<file path="config.mk">
export PLATFORM = sky130hd
export DESIGN_NAME = guess_seq_capture
export DESIGN_NICKNAME = d
export VERILOG_FILES = /design/src/rtl/guess_seq_capture.sv
export SDC_FILE = /design/constraint.sdc
export NUM_CORES = 1
export LEC_CHECK = 0
export ABC_AREA = 1
export ABC_CLOCK_PERIOD_IN_PS = 2700
export BUFFER_PORTS_ARGS = -buffer_cell sky130_fd_sc_hd__buf_2
export CORE_ASPECT_RATIO = 1.5
export CORE_UTILIZATION = 30
export DETAILED_ROUTE_END_ITERATION = 12
export GPL_TIMING_DRIVEN = 0
export MAX_ROUTING_LAYER = met4
export PLACE_DENSITY = 0.52
export SLEW_MARGIN = 20
export SYNTH_ARGS = -nofsm -noshare
export SYNTH_HDL_FRONTEND = slang
export SYNTH_SLANG_ARGS = --single-unit
export TNS_END_PERCENT = 20
</file>
<file path="constraint.sdc">
create_clock -name clk -period 2.7 [get_ports clk]
set_input_delay 0.27 -clock clk [delete_from_list [all_inputs] [get_ports clk]]
set_output_delay 0.27 -clock clk [all_outputs]
set_load 0.02 [all_outputs]
</file>
<file path="src/rtl/guess_seq_capture.sv">
// Button-sequence capture for the guessing game: one-hot position vectors per button.
// Optional INPUT_SYNC_EN adds a two-flop synchronizer on every input before edge detection.
module guess_seq_capture #(
    parameter int SEQ_LEN = 7,
    parameter int MIN_LEN = 4
) (
    input  logic               clk,
    input  logic               rst_n,
    input  logic               i1,
    input  logic               i2,
    input  logic               i3,
    input  logic               i4,
    input  logic               enter,
    output logic [SEQ_LEN-1:0] a1,
    output logic [SEQ_LEN-1:0] a2,
    output logic [SEQ_LEN-1:0] a3,
    output logic [SEQ_LEN-1:0] a4,
    output logic [3:0]         count,
    output logic               done
);

    localparam logic [3:0] MIN_C  = 4'(MIN_LEN);
    localparam logic [3:0] FULL_C = 4'(SEQ_LEN);

    typedef enum logic {CAPTURE, CLOSED} state_t;
    state_t state;

    // Bit order: {enter, i4, i3, i2, i1}
    logic [4:0] lvl;
    logic [4:0] hist;
    logic [4:0] rise;

`ifdef INPUT_SYNC_EN
    logic [4:0] sync1;
    logic [4:0] sync2;

    always_ff @(posedge clk or negedge rst_n) begin
        if (!rst_n) begin
            sync1 <= '0;
            sync2 <= '0;
        end else begin
            sync1 <= {enter, i4, i3, i2, i1};
            sync2 <= sync1;
        end
    end

    assign lvl = sync2;
`else
    assign lvl = {enter, i4, i3, i2, i1};
`endif

    assign rise = lvl & ~hist;

    logic               press_valid;
    logic [1:0]         press_btn;
    logic [3:0]         next_count;
    logic               close;
    logic [SEQ_LEN-1:0] pos;

    always_comb begin
        press_valid = 1'b1;
        press_btn   = 2'd0;
        if (rise[0])      press_btn = 2'd0;
        else if (rise[1]) press_btn = 2'd1;
        else if (rise[2]) press_btn = 2'd2;
        else if (rise[3]) press_btn = 2'd3;
        else              press_valid = 1'b0;

        next_count = count + {3'b000, press_valid};
        close      = (rise[4] && (next_count >= MIN_C)) || (next_count == FULL_C);
        pos        = SEQ_LEN'(1) << count;
    end

    always_ff @(posedge clk or negedge rst_n) begin
        if (!rst_n) begin
            state <= CAPTURE;
            hist  <= '0;
            a1    <= '0;
            a2    <= '0;
            a3    <= '0;
            a4    <= '0;
            count <= '0;
            done  <= 1'b0;
        end else begin
            hist <= lvl;
            case (state)
                CAPTURE: begin
                    if (press_valid) begin
                        case (press_btn)
                            2'd0:    a1 <= a1 | pos;
                            2'd1:    a2 <= a2 | pos;
                            2'd2:    a3 <= a3 | pos;
                            default: a4 <= a4 | pos;
                        endcase
                        count <= next_count;
                    end
                    if (close) begin
                        state <= CLOSED;
                        done  <= 1'b1;
                    end
                end
                CLOSED: begin
                    state <= CLOSED;
                end
                default: begin
                    state <= CAPTURE;
                end
            endcase
        end
    end

endmodule

</file>
==> results.md <==
- Outcome: complete, no violations
- Signed area change from the synthesized netlist to the final layout: 25.84%
- Initial core utilization: between 30 and 40%
- Worst Hold Slack: 0.09535 ns
- Post-CTS Setup Inserts: 0
- Worst path setup slack after routing: about 1.0 ns
- Synth Net Count: around 140
- DIE AREA: about 5200 um^2
- TritonCTS clock tree: built
- Placement Rows: 31
- H-tree depth: 2
- Relative contribution of sequential cells to total power: between 50 and 60%
- DR iter-0 viols: 41
- Total Routing Usage GR: 15.62%
- Area share of the largest cell type after synthesis: between 60% and 70%
- Antenna violations before repair: 0
- Clock tree sinks: 39
- Total of cells resized after clock tree synthesis: 0
- Crit path cell chain: inv_1 > nand2_1 > nand2_1 > inv_1 > nand2_2 > ha_1 > ha_1 > xnor2_1 > nand3_1 > nand3_1 > nand2_1
- Number of synthesized register bits: 39
- Detailed Routing Iterations Pass 1: 4
- Total standard cell area after synthesis: 1486 um^2
- Main flop type after synthesis: dfrtp_1
- Max Clock Freq: 594.7 MHz
- Clock skew: 0.006448 ns
- Crit path top cell by count: nand2_1
- Reg2reg setup slack: ~1.0 ns
- Clock network power share: 42.2%
- Critical-path top delay cell: dfrtp_1
- Worst endpoint data arrival time: between 1.5 and 2 ns
- Post-synthesis cell type count: 15
- Tightest Hold Check Type: input port to asynchronous set/reset pin
- Slew at the pin closest to its max-slew limit: 0.8661 ns
- Peak supply drop: around 0.24 mV
- Pin count of the biggest net entering global routing: 40
- Layout cell share with drive strength beyond 1: a little over a quarter
- Skew-Pair Late Insertion Delay: just under 0.3 ns
- Post-layout minimum cycle time: between 1.5 and 2 ns
- Number of buffers created by CTS: 5
- Cell count after synthesis: roughly 130
- Total placed instance area: 1764 um^2
- Number of vias per cell after detailed routing: 4.423
- Reg clk slew, reported paths: about 0.070 ns
- Gp weighted congestion: 0.7426
- Yosys synthesis warning count: 0
- PnR Total Power: 1.109 mW
- Via count: roughly 1100
- Clk buf depth: 2
- Worst slew margin: 42.26%
- Number of hold-slack violations in the final timing report: 0
- RSZ-0062 raised after global routing: no
- Internal Pwr Total: about 0.88 mW
- Maximum capacitance violations: 0
- Dpl hpwl: ~2400 um
- Number of inserted diodes: 0
- Largest area contributor in the synthesized netlist: dfrtp_1
- Switching share of total power: a little over a fifth
- Average instance area after synthesis: 11.09 um^2
- Post-route DRC: 0
- Count of nets left with antenna violations after detail routing: 0
- Std-Cell Core Area: between 4000 and 5000 um^2
- CTS Hold Buffers Added: 0
- Number of synthesized flops with an enable pin: 0
- Required time of the worst setup path: around 2.9 ns
- Setup crit end kind: register
- Fill cell count: just over 500
- Final TNS setup: 0 ns
- Worst slack, placed: about 0.98 ns
- Final period utilization: 62.28%
- Detailed-route wire length per cell: 13.33 um
- Areal power density over the cells: ~600 nW/um^2
- Count of buffers inserted at the top-level ports: 39
- Psw: 0.2329 mW
- Die boundary width: approximately 59 um
- First-pass GRT wire length: ~5600 um
- Final setup violation count: 0
- Residual overflow from global routing: 0
- Lkg Pwr: ~1 nW
- Launching element type of the critical path: register
- Ports placed on the boundary: 40
- Setup Crit Path Kind: register to register
- Longest individual stage delay on the worst path: about 0.34 ns
- Number of pins exceeding their max-slew limit in the final report: 0
- Top post-synthesis cells by area: dfrtp_1 66%, o21bai_1 14%, nand2_1 6.6%, inv_1 4.0%, nand3_1 3.0%
- Drt total wl: 3278 um
- Critical path fanouts, max: 4
- Via count of the first global-routing pass: 1131
- Clock root buffer: clkbuf_8
- Post-synthesis async set-or-reset flop share: 100.0%
- Combinational fraction of design power: roughly 4.0%
- Final design area excluding fillers: around 1900 um^2
- Post-synthesis sequential area ratio: ~66%
- Vertical die dimension: between 80 and 90 um
- Fin nets: 189
[worst max-delay path, delay by kind of cell (launching register included)]
kind                       cells  cell delay [ns]
buffers and inverters          2             0.12
adders and majority gates      2             0.42
and+or+nand+nor                6             0.51
xor gates and xnor gates       1             0.20
DFF                            1             0.34
[layout by cell type (no fill, tap or decap), drive strengths merged]
| cell type | netlist | routed |
|---|---|---|
| o21bai | 28 | 28 |
| o21ai | 3 | 3 |
| inv | 16 | 16 |
| nor3 | 1 | 1 |
| nor2 | 6 | 6 |
| clkinvlp | 0 | 1 |
| xnor2 | 1 | 1 |
| ha | 2 | 2 |
| dfrtp | 39 | 39 |
| and2 | 1 | 1 |
| nand2 | 27 | 27 |
| nand3 | 9 | 9 |
| bufinv | 0 | 1 |
| nand4 | 1 | 1 |
| buf | 0 | 39 |
| clkbuf | 0 | 5 |
[cells by family after synthesis]
group | Yosys count | synth area share (%)
AND/OR/NAND/NOR | 45 | 12.88
flip-flops | 39 | 65.66
AO/OA/AOI/OAI | 31 | 15.15
buffers and inverters | 16 | 4.041
adder cells (fa/ha/maj) | 2 | 1.683
XOR/XNOR | 1 | 0.5893
[worst paths after layout]
kind,startpoint,cells after the start,endpoint
worst min-delay path,rst_n,1,hist[0]
worst max register to register,hist[0],11,done
worst max-delay path,hist[0],11,done
min in group clk,i3,1,hist[2]
max in group asynchronous,rst_n,1,hist[4]
worst min register to register,done,2,done
[final cells by class]
type	instances	area (um^2)	area share (%)
clock buffers	5	68.82	3.679
well taps	66	82.58	4.415
flip-flops and latches	39	975.9	52.17
clock inverters	2	37.54	2.007
multi-input cells	79	450.4	24.08
inverters	16	60.06	3.211
repair buffers	39	195.2	10.43
[registers in the layout (all words and copies together) (netlist names)]
signal	count
a2	7
a1	7
done	1
state	1
a3	7
count	4
hist	5
a4	7
[Yosys cell counts, types with 2 or more instances]
library cell   n
dfrtp_1       39
o21bai_1      28
nand2_1       26
inv_1         16
nand3_1        9
nor2_1         5
ha_1           2
o21ai_1        2
[metal layers]
| metal | part of all wire, % | vias up | global-route usage, % |
|---|---|---|---|
| li1 | - | 524 | - |
| met1 | 42 | 534 | 17.87 |
| met2 | 53 | 23 | 25.23 |
| met3 | 3.4 | 7 | 3.655 |
| met4 | 2.3 | 0 | 7.792 |
| met5 | 0 | - | - |
[through the flow]
step / instances / util (%)
4_1_cts: 246 / 38.89
3_3_place_gp: 239 / 36.68
6_report: 246 / 38.89
3_5_place_dp: 239 / 36.68
2_1_floorplan: 134 / -
5_1_grt: 246 / 38.89
[power groups by stage]
stage | logic [mW] | clock network [mW] | registers (mW)
2_1_floorplan | 0.0133 | 0 | 0.614
3_3_place_gp | 0.0441 | 0 | 0.608
3_5_place_dp | 0.0456 | 0 | 0.608
4_1_cts | 0.0458 | 0.481 | 0.597
5_1_grt | 0.0507 | 0.510 | 0.598
6_report | 0.0440 | 0.468 | 0.597
(Power assumes the default switching activity.)
